--- src/rtl/fpadd_operand_sequencer_if.sv ---
`default_nettype none
// ============================================================================
//  Module      : fpadd_operand_sequencer_if
//  Description : Bus bundle between the operand sequencer and its
//                surroundings (debouncer, FP adder, display path).
//                  start        - request pulse from the debouncer
//                  fp_out       - adder result (IEEE-754 single)
//                  InpA / InpB  - adder operands
//                  result       - last captured adder result
//                  result_valid - one-cycle pulse while capturing
//                  busy         - operation in flight
//                  index        - table index of the operands on InpA/InpB
//                  op_count     - completed operations, wraps at 256
//                The master modport is the sequencer's view; the slave
//                modport is the environment's view.
//  Revision    : 1.0 - initial release
// ============================================================================
interface fpadd_operand_sequencer_if #(
  parameter int ADDR_W = 3
);
  logic              start;
  logic [31:0]       fp_out;
  logic [31:0]       InpA;
  logic [31:0]       InpB;
  logic [31:0]       result;
  logic              result_valid;
  logic              busy;
  logic [ADDR_W-1:0] index;
  logic [7:0]        op_count;

  modport master (
    input  start,
    input  fp_out,
    output InpA,
    output InpB,
    output result,
    output result_valid,
    output busy,
    output index,
    output op_count
  );

  modport slave (
    output start,
    output fp_out,
    input  InpA,
    input  InpB,
    input  result,
    input  result_valid,
    input  busy,
    input  index,
    input  op_count
  );
endinterface
`default_nettype wire

--- src/rtl/fpadd_operand_sequencer.sv ---
`default_nettype none
// ============================================================================
//  Module      : fpadd_operand_sequencer
//  Description : Feeds operand pairs from a fixed table into a pipelined
//                floating-point adder and captures the adder output once
//                the pipeline latency has elapsed. Each accepted start
//                pulse issues the next table entry; the captured result
//                drives the display path.
//  Ports       : clk  - system clock, rising edge
//                rst  - asynchronous, active-low reset
//                bus  - fpadd_operand_sequencer_if.master (start, fp_out,
//                       InpA, InpB, result, result_valid, busy, index,
//                       op_count)
//  Revision    : 1.0 - initial release
// ============================================================================
module fpadd_operand_sequencer #(
  parameter int DEPTH    = 8,
  parameter int ADDR_W   = 3,
  parameter int PIPE_LAT = 5
) (
  input  wire logic                       clk,
  input  wire logic                       rst,
  fpadd_operand_sequencer_if.master       bus
);

  typedef enum logic [1:0] {
    S_IDLE    = 2'd0,
    S_ISSUE   = 2'd1,
    S_WAIT    = 2'd2,
    S_CAPTURE = 2'd3
  } state_t;

  // Counter preload: WAIT lasts exactly PIPE_LAT cycles, ending when the
  // counter has reached zero.
  localparam logic [3:0] c_wait_init = 4'(PIPE_LAT - 1);

  state_t            r_state;
  state_t            w_state_nxt;
  logic              w_load;
  logic              w_capture;
  logic [3:0]        r_wait_cnt;
  logic [31:0]       r_inp_a;
  logic [31:0]       r_inp_b;
  logic [31:0]       r_result;
  logic [ADDR_W-1:0] r_index;
  logic [ADDR_W-1:0] r_next_idx;
  logic [7:0]        r_op_count;
  logic [7:0]        w_sel;
  logic [63:0]       w_entry;

  // --------------------------------------------------------------------------
  // Operand table: {A, B}. Entries beyond the fixed list return 1.0 + 0.0.
  // --------------------------------------------------------------------------
  function automatic logic [63:0] table_entry(input logic [7:0] sel);
    logic [63:0] e;
    case (sel)
      8'd0:    e = {32'h3F80_0000, 32'h4000_0000};  //  1.0 +  2.0
      8'd1:    e = {32'h4040_0000, 32'hBF80_0000};  //  3.0 + -1.0
      8'd2:    e = {32'h0000_0000, 32'h0000_0000};  //  0.0 +  0.0
      8'd3:    e = {32'h7F80_0000, 32'h3F80_0000};  // +inf +  1.0
      8'd4:    e = {32'h3F00_0000, 32'h3F00_0000};  //  0.5 +  0.5
      8'd5:    e = {32'hC000_0000, 32'h4000_0000};  // -2.0 +  2.0
      8'd6:    e = {32'h4120_0000, 32'h41A0_0000};  // 10.0 + 20.0
      8'd7:    e = {32'h7F7F_FFFF, 32'h7F7F_FFFF};  // max  + max (overflow)
      default: e = {32'h3F80_0000, 32'h0000_0000};
    endcase
    return e;
  endfunction

  assign w_sel   = 8'(r_next_idx);
  assign w_entry = table_entry(w_sel);

  // --------------------------------------------------------------------------
  // FSM
  // --------------------------------------------------------------------------
  always_ff @(posedge clk or negedge rst) begin
    if (!rst) begin
      r_state <= S_IDLE;
    end else begin
      r_state <= w_state_nxt;
    end
  end

  // start is only looked at in IDLE, so pulses while busy (including the
  // CAPTURE cycle) are dropped rather than queued.
  always_comb begin
    w_state_nxt = r_state;
    w_load      = 1'b0;
    w_capture   = 1'b0;
    case (r_state)
      S_IDLE: begin
        if (bus.start) begin
          w_state_nxt = S_ISSUE;
          w_load      = 1'b1;
        end
      end
      S_ISSUE: begin
        w_state_nxt = S_WAIT;
      end
      S_WAIT: begin
        if (r_wait_cnt == 4'd0) begin
          w_state_nxt = S_CAPTURE;
        end
      end
      S_CAPTURE: begin
        w_capture   = 1'b1;
        w_state_nxt = S_IDLE;
      end
      default: begin
        w_state_nxt = S_IDLE;
      end
    endcase
  end

  // --------------------------------------------------------------------------
  // Datapath. Operands change only when entering ISSUE so the adder sees
  // constant inputs for the whole operation.
  // --------------------------------------------------------------------------
  always_ff @(posedge clk or negedge rst) begin
    if (!rst) begin
      r_wait_cnt <= 4'd0;
      r_inp_a    <= 32'd0;
      r_inp_b    <= 32'd0;
      r_result   <= 32'd0;
      r_index    <= '0;
      r_next_idx <= '0;
      r_op_count <= 8'd0;
    end else begin
      if (w_load) begin
        r_inp_a <= w_entry[63:32];
        r_inp_b <= w_entry[31:0];
        r_index <= r_next_idx;
      end

      if (r_state == S_ISSUE) begin
        r_wait_cnt <= c_wait_init;
      end else if (r_state == S_WAIT && r_wait_cnt != 4'd0) begin
        r_wait_cnt <= r_wait_cnt - 4'd1;
      end

      if (w_capture) begin
        r_result   <= bus.fp_out;
        r_op_count <= r_op_count + 8'd1;
        // DEPTH is a power of two, so natural overflow wraps to entry 0.
        r_next_idx <= r_index + 1'b1;
      end
    end
  end

  assign bus.InpA         = r_inp_a;
  assign bus.InpB         = r_inp_b;
  assign bus.result       = r_result;
  assign bus.result_valid = w_capture;
  assign bus.busy         = (r_state != S_IDLE);
  assign bus.index        = r_index;
  assign bus.op_count     = r_op_count;

endmodule
`default_nettype wire

--- src/flat_wrapper.sv ---
// flat-port wrapper written by rule: the top's interface ports become plain ports
module fpadd_operand_sequencer_flat 
#(
  parameter int DEPTH    = 8,
  parameter int ADDR_W   = 3,
  parameter int PIPE_LAT = 5
)
  (clk, rst, bus_start, bus_fp_out, bus_InpA, bus_InpB, bus_result, bus_result_valid, bus_busy, bus_index, bus_op_count);
  fpadd_operand_sequencer_if #(.ADDR_W(ADDR_W)) bus_i ();
  input  wire logic clk;
  input  wire logic rst;
  input wire logic [$bits(bus_i.start)-1:0] bus_start;
  input wire logic [$bits(bus_i.fp_out)-1:0] bus_fp_out;
  output wire logic [$bits(bus_i.InpA)-1:0] bus_InpA;
  output wire logic [$bits(bus_i.InpB)-1:0] bus_InpB;
  output wire logic [$bits(bus_i.result)-1:0] bus_result;
  output wire logic [$bits(bus_i.result_valid)-1:0] bus_result_valid;
  output wire logic [$bits(bus_i.busy)-1:0] bus_busy;
  output wire logic [$bits(bus_i.index)-1:0] bus_index;
  output wire logic [$bits(bus_i.op_count)-1:0] bus_op_count;
  assign bus_i.start = bus_start;
  assign bus_i.fp_out = bus_fp_out;
  assign bus_InpA = bus_i.InpA;
  assign bus_InpB = bus_i.InpB;
  assign bus_result = bus_i.result;
  assign bus_result_valid = bus_i.result_valid;
  assign bus_busy = bus_i.busy;
  assign bus_index = bus_i.index;
  assign bus_op_count = bus_i.op_count;
  fpadd_operand_sequencer #(.DEPTH(DEPTH), .ADDR_W(ADDR_W), .PIPE_LAT(PIPE_LAT)) u_core (.clk(clk), .rst(rst), .bus(bus_i));
endmodule
--- config.mk ---
export PLATFORM = sky130hd
export DESIGN_NAME = fpadd_operand_sequencer_flat
export DESIGN_NICKNAME = d
export VERILOG_FILES = /design/src/rtl/fpadd_operand_sequencer_if.sv /design/src/rtl/fpadd_operand_sequencer.sv /design/src/flat_wrapper.sv
export SDC_FILE = /design/constraint.sdc
export NUM_CORES = 1
export LEC_CHECK = 0
export CORE_MARGIN = 4
export CORE_UTILIZATION = 37
export CTS_CLUSTER_SIZE = 12
export DETAILED_ROUTE_END_ITERATION = 7
export PLACE_DENSITY = 0.86
export RECOVER_POWER = 100
export SLEW_MARGIN = 15
export SYNTH_ARGS = -nofsm -noshare
export SYNTH_HDL_FRONTEND = slang
export SYNTH_SLANG_ARGS = --single-unit
--- constraint.sdc ---
create_clock -name clk -period 1.6 [get_ports clk]
set_input_delay 0.32 -clock clk [delete_from_list [all_inputs] [get_ports clk]]
set_output_delay 0.32 -clock clk [all_outputs]
set_load 0.05 [all_outputs]
Yosys cells after proc, flatten, opt, wreduce, memory -nomap -nowiden
Memories as Yosys holds them, arrays and structs flattened. A register that Yosys moved wholly into a read port is not among the register bits.
Index checks and enable logic that the tools add are counted.
- memory bits (read-only): 512
- output and inout port bits: 109
- memories: 1
- word-level logic and storage cells: 31
- register bits: 52
- reductions and logical operators: 8
- equal/unequal tests: 5
- add/sub/neg operators: 3
- mux-type cells: 8
- memories (name ; depth ; width ; read ports ; clocked after Yosys merged registers in ; wr ports ; line ; text):
    (no name shown) ; 8 ; 64 ; 1 ; 1 ; 0 ; fpadd_operand_sequencer.sv:56 ; case (sel)
- operators with widths (kind ; count):
    adder 8 x 1 -> 8 bit, second input constant ; 1
    two-way mux 4 bit ; 2
    one-hot mux 2 bit (4 select lines) ; 1
    == test 2 bit, second input constant ; 2
    logical NOT 4 bit ; 1
    two-way mux 2 bit ; 2
    nonzero test 2 bit ; 2
    nonzero test 4 bit ; 1
    subtractor 4 x 1 -> 4 bit, second input constant ; 1
    adder 3 x 1 -> 3 bit, second input constant ; 1
    two-way mux 1 bit ; 3
    == test 2 x 1 -> 1 bit, second input constant ; 1
    logical NOT 2 bit ; 1
    inequality test 2 x 1 -> 1 bit, second input constant ; 1
    inequality test 2 bit, second input constant ; 1
    AND reduction 2 bit ; 1
    logical AND 1 bit ; 1
    logical NOT 1 bit ; 1

Logic depth before layout (Yosys ltp)
Gate-level depths: netlist of the first run.
- depth after elaboration: 4
- depth in mapped cells: 6
- gate-level depth less buffers: 5

Worst setup path after synthesis of the first run
OpenSTA, ideal clock, no wires.
- kind: register -> output
- start point: register u_core.bus.InpA[20] (netlist name)
- end point: output port bus_InpA[10]
- required time: 1.280 ns
- arrival time: 1.598 ns
- cell stages (with the launch flop): 2
- slack: -0.318 ns
- path through: dfrtp_1 buf_4
- RTL lines (item ; line ; text):
    to (decl) ; flat_wrapper.sv:14 ; output wire logic [$bits(bus_i.InpA)-1:0] bus_InpA;

Final worst setup path of the first run
- start point: register u_core.r_wait_cnt[0]
- end point: register u_core.r_wait_cnt[0]
- word-level cells in the longest chain between the ends: 3
- elaborated cells on any way between the ends: 6
- RTL lines (item ; line ; text):
    from (decl) ; fpadd_operand_sequencer.sv:41 ; logic [3:0] r_wait_cnt;
    from (signal assigned) ; fpadd_operand_sequencer.sv:136 ; r_wait_cnt <= c_wait_init;
    from (signal assigned) ; fpadd_operand_sequencer.sv:138 ; r_wait_cnt <= r_wait_cnt - 4'd1;
    subtractor 4 x 1 -> 4 bit / nonzero test 4 bit (equally long branches) ; fpadd_operand_sequencer.sv:138, fpadd_operand_sequencer.sv:137 ;
    two-way mux 4 bit / logical AND 1 bit (equally long branches) ; fpadd_operand_sequencer.sv:137 ; end else if (r_state == S_WAIT && r_wait_cnt != 4'd0) begin
    two-way mux 4 bit / nonzero test 2 bit (equally long branches) ; -- ;
Parallel ways exist; a longest one is shown, timed or not. The select of a mux whose other input is x is not followed.
A chain may end at the register's enable or synchronous reset.

==> flow_summary.ini, run 1 <==
[run_status]
status = complete, but fails checks
violations = negative setup slack

[placement]
dp_cells = 465
pre_cts_slack_ps = -84.5
gp_congestion = 0.825
dp_hpwl_um = 5640
portBuffers = 143

[layout]
n_fill_cell = 621
stdcell_count = 486
n_antenna_cell = 0
final_net_count = 424
area_growth_pct = 61.5
drive_gt1_share_pct = 49.9

[synthesis]
syn_avg_cell_area_sq_um = 11.7
ys_warn_count = 0
synth-seq-area-share_pct = 52.2
synth_cell_types = 29
syn_nets = 314
synth_cells = 266
yosys.area.top_type = dfrtp_1
synthTopCellsByArea = dfrtp_1, buf_4, mux2_2, ha_1, nand2_1
synth-edff-count = 0
synth_area_sq_um = 3120
netlist.area_leader.share_pct = 52.2
synth_flop_cell = dfrtp_1
synth_most_common_cell = dfrtp_1
synth_commonest_cells = dfrtp_1, buf_4, mux2_2, nand2_1, o21ai_0
ys_ff_latch = 65
ys_async_sr_fraction_pct = 100

[setup_path]
worst-path-buf-inv = 1
path_cells = inv_2, ha_4, or3b_4, and2_4, mux2_4
slowest_stage = or3b_4
critPathCaptureType = flip-flop
crit_arrival_ps = 1840
crit_family = simple AND/OR/NAND/NOR gates
start_kind = flip-flop
required_ps = 1820
criticalPathCategory = flip-flop to flip-flop
cp_max_fo = 3
slowest_delay_ps = 400

[route]
drt_iter0_markers = 97
wl_um = 7680
viasPerCell = 4.57
ant_nets = 0
routedWlPerCell_um = 15.8
route.detailed.drc = 0
via_count = 2220
first_pass_iters = 4

[global_route]
grt_max_degree = 66
grt_pass1_wl_um = 12200
antenna_found_initial = 0
grt_pass1_vias = 2371
track_usage_pct = 15.5
grt_overflow_total = 0

[sta]
finClkSkew_ps = 4.66
maxSlewViolCount = 0
worst_slew_pin_slew_ps = 862
timing.final.crit_period_ps = 1620
slew_headroom_pct = 42.5
finalSetupTns_ps = -60.1
fin_crit_sh_pct = 101
setup_viol = 3
worst_slack_ps = -22.5
fmax_mhz = 616
hold_viol = 0
rsz0062_at_grt = true

[die]
top_level_ports = 144
dieArea_sq_um = 9960
start_util_pct = 37.9
die_y_um = 99.8
fp.dieW_um = 99.8
rows = 33
core_sq_um = 8220

[hold_path]
hold_class = flip-flop to flip-flop

[cts]
worstSkewPairLatency_ps = 340
cts_buffers = 9
clk_pin_slew_ps = 70
clkSinkCount = 65
cts_buffer_depth = 2
cts_tree = built
ctsRootBufferMaster = clkbuf_8
ctsHtreeMaxLevel = 3

[run]
maxCapViolCount = 0
[cell usage in the layout, fill, tap and decap left out, types with 2 or more instances in the layout]
master and count:
clkdlybuf4s50_1 33, nor2_1 8, bufinv_16 3, dfrtp_1 64, clkbuf_1 2, inv_1 6, o21ai_0 15, xnor2_1 5
a21oi_1 6, buf_12 59, clkinvlp_4 2, nor3b_1 2, ha_1 10, o31ai_1 2, mux2_4 3, clkbuf_2 54
nor2b_1 3, inv_2 4, clkbuf_8 10, clkbuf_4 2, ha_4 3, xor2_1 3, nand2_1 24, mux2_2 33
buf_4 5, nand4_1 3
[registers in the layout, indices dropped and copies added, names as in the netlist]
register             count
u_core.r_wait_cnt        4
u_core.bus.op_count      8
u_core.bus.InpA          8
u_core.r_next_idx        3
u_core.r_state           2
u_core.bus.index         3
u_core.bus.result       32
u_core.bus.InpB          5
[kinds of logic (layout without fill, tap and decap cells)]
logic type,count (synthesis),in the layout,synth area share [%]
AND/OR/NAND/NOR,45,45,6.82
flip-flops,65,65,52.2
buffers and inverters,70,185,14.8
adder cells (fa/ha/maj),13,13,5.22
AO/OA/AOI/OAI,28,28,5.22
multiplexers,37,37,13.6
XOR/XNOR,8,8,2.25
[final cells by class]
cell class                      instances  area [sq um]  share of cell area [%]
Timing Repair Buffer                  159          1890                    37.6
Clock buffer                           10           138                    2.73
Sequential cell                        65          1630                    32.3
Inverter                               10          37.5                   0.745
Clock inverter                          6           114                    2.26
Multi-Input combinational cell        131          1090                    21.7
Tap cell                              105           131                    2.61
[what timing repair did]
item,in CTS,in global routing
endpoints found under the setup margin,4,28
resized for setup,12,3
pin swaps,2,1
endpoints found under the hold margin,36,0
hold buffers,1,0
buffers inserted,1,3
gates cloned,0,1
[metal layers]
layer | routed length, um | vias to the layer above | part of all wire, % | global-route usage (%)
met4 | 76 | 0 | 0.99 | 3.26
met1 | 2740 | 1076 | 36 | 16.2
met2 | 4340 | 83 | 57 | 29.6
li1 | - | 1051 | - | -
met3 | 521 | 10 | 6.8 | 5.70
met5 | 0 | - | 0 | 0
[through the flow]
stage / cell area, sq um / util (%) / hold slack, ps
global placement: 4980 / 60.6 / 360
CTS: 5270 / 64.2 / 494
finish: 5040 / 61.3 / 488
floorplan: 3130 / - / 24.4
detailed placement: 4980 / 60.6 / 364
global route: 5040 / 61.3 / 516
[path summary, 6_finish.rpt]
check	from	endpoint	slack, ps	depth (start not counted)
min in group asynchronous	rst	u_core.bus.InpB[23]	750	3
min reg2reg	u_core.bus.op_count[7]	u_core.bus.op_count[7]	490	1
max	u_core.r_wait_cnt[0]	u_core.r_wait_cnt[0]	-20	5
max reg2reg	u_core.r_wait_cnt[0]	u_core.r_wait_cnt[0]	-20	5
min	u_core.bus.op_count[7]	u_core.bus.op_count[7]	490	1
max in group asynchronous	rst	u_core.bus.InpA[20]	260	3
Power of run 1 is left out: the tool's default activity adds up to more than one toggle a clock period on the data nets, which glitch-free logic cannot reach.
==> inputs of run 2 (changes only) <==
--- a/config.mk
+++ b/config.mk
@@ -6,10 +6,10 @@
 export NUM_CORES = 1
 export LEC_CHECK = 0
 export CORE_MARGIN = 4
-export CORE_UTILIZATION = 37
+export CORE_UTILIZATION = 41
 export CTS_CLUSTER_SIZE = 12
 export DETAILED_ROUTE_END_ITERATION = 7
-export PLACE_DENSITY = 0.86
+export PLACE_DENSITY = 0.9
 export RECOVER_POWER = 100
 export SLEW_MARGIN = 15
 export SYNTH_ARGS = -nofsm -noshare
==> constraint.sdc (replaced) <==
create_clock -name clk -period 1.8 [get_ports clk]
set_input_delay 0.36 -clock clk [delete_from_list [all_inputs] [get_ports clk]]
set_output_delay 0.36 -clock clk [all_outputs]
set_load 0.05 [all_outputs]
==> run 2 against run 1 <==
The flow now finishes without violations. Critical path depth is 2 lower. Die area decreased by 9.0%. Clock-buffer cell count is 2 higher. Highest routed layer unchanged. Wire length fell by 11%. Via count is 0.59% lower. Sequential share of layout area grew 7.4 points. First-iteration DRC count is 60% lower. Non-clock buffer count decreased by 9. Flip-flop and latch count unchanged. Register-to-register slack improved by 110 ps.
==> flow_summary.ini, run 2 (synthesis results as in run 1) <==
[setup_path]
start_kind = flip-flop
required_ps = 1440
r2r_slack_ps = 90
crit_arrival_ps = 1370
critPathCaptureType = primary output
cp_max_fo = 22
criticalPathCategory = flip-flop to primary output

[cts]
worstSkewPairLatency_ps = 330
clk_pin_slew_ps = 70
cts_setup_buffers = 0
ctsHtreeMaxLevel = 3
ctsRootBufferMaster = clkbuf_8
cts_buffer_depth = 2
cts_tree = built
clkSinkCount = 65
cts_buffers = 9

[layout]
drive_gt1_share_pct = 32.0
area_growth_pct = 31.5
final_net_count = 415
final_cell_mix = dfrtp_1, clkbuf_1, mux2_2, clkdlybuf4s50_1, clkbuf_2
mostFrequentLayoutCell = dfrtp_1
largest_reg_flops = 32
n_antenna_cell = 0

[die]
die_y_um = 95.2
top_level_ports = 144
rows = 31
fp.dieW_um = 95.2
core_sq_um = 7330
dieArea_sq_um = 9060
start_util_pct = 42.5

[hold_path]
hold_class = input port to asynchronous set/reset pin

[sta]
maxSlewViolCount = 0
timing.final.crit_period_ps = 1730
worst_slack_ps = 68.7
finClkSkew_ps = 11.7
fmax_mhz = 578
worst_slew_pin_slew_ps = 1430
rsz0062_at_grt = true
slew_headroom_pct = 4.50
whs_ps = 445
setup_viol = 0
fin_crit_sh_pct = 96.2
hold_viol = 0
finalSetupTns_ps = 0

[run_status]
status = complete, no violations

[global_route]
antenna_found_initial = 0
top_usage_layer = met2
track_usage_pct = 14.7
grt_overflow_total = 0
globalRouteMet1Util_pct = 15.8
grt_max_degree = 66
use_met3_pct = 7.66
grt_pass1_vias = 2232
grt_pass1_wl_um = 10400
grtUsageMet2_pct = 25.1

[route]
first_pass_iters = 4
routedWlPerCell_um = 14.5
route.detailed.drc = 0
viasPerCell = 4.69
wl_um = 6850
drt_iter0_markers = 39
via_count = 2207
ant_nets = 0

[placement]
dp_hpwl_um = 5330
pre_cts_slack_ps = 121
portBuffers = 143
gp_congestion = 0.772

[run]
maxCapViolCount = 0
run 2: cell count changes in the layout (fill, tap and decap cells not counted), sizes merged:
| cell | before | now |
|---|---|---|
| clkinv | 0 | 1 |
| clkbuf | 69 | 103 |
| buf | 66 | 26 |
| bufinv | 3 | 1 |
| clkinvlp | 2 | 1 |
| dlygate4sd3 | 1 | 0 |
run 2: through the flow:
step | instances | util, % | area, sq um
3_3_place_gp | 455 | 63.2 | 4630
3_5_place_dp | 455 | 63.2 | 4630
4_1_cts | 471 | 65.8 | 4830
2_1_floorplan | 266 | - | 3120
5_1_grt | 471 | 55.9 | 4100
6_report | 471 | 55.9 | 4100
run 2: layer usage:
layer,vias to the layer above,routed length [um]
met2,118,3230
met5,-,0
met3,6,865
met1,1047,2710
li1,1036,-
met4,0,49
run 2: path summary, 6_finish.rpt:
path | from | end | depth (start not counted)
max in group asynchronous | rst | u_core.bus.InpA[20] | 2
hold / removal | rst | u_core.bus.InpA[31] | 2
setup reg to reg | u_core.r_wait_cnt[1] | u_core.r_wait_cnt[1] | 5
min in group clk | u_core.bus.InpA[23] | u_core.bus.InpA[23] | 2
setup / recovery | u_core.r_state[1] | bus_result_valid | 3
hold reg to reg | u_core.bus.InpA[23] | u_core.bus.InpA[23] | 2
run 2: cell type report:
class                           instances  area (sq um)
Timing Repair Buffer                  150          1090
Clock buffer                           12           145
Sequential cell                        65          1630
Multi-Input combinational cell        131          1030
Clock inverter                          4          51.3
Inverter                               10          37.5
Fill cell                             663          3230
Tap cell                               99           124
run 2: worst max-delay path: stages, from the launching register on:
cell and delay [ps]:
dfrtp_1 400, ha_2 290, buf_12 190, buf_12 150
run 2: what timing repair did:
item                                    CTS  global route
hold buffers                              0             0
gates resized for setup                   0             1
endpoints found under the setup margin    0             2
Power of run 2 is left out for the same reason.
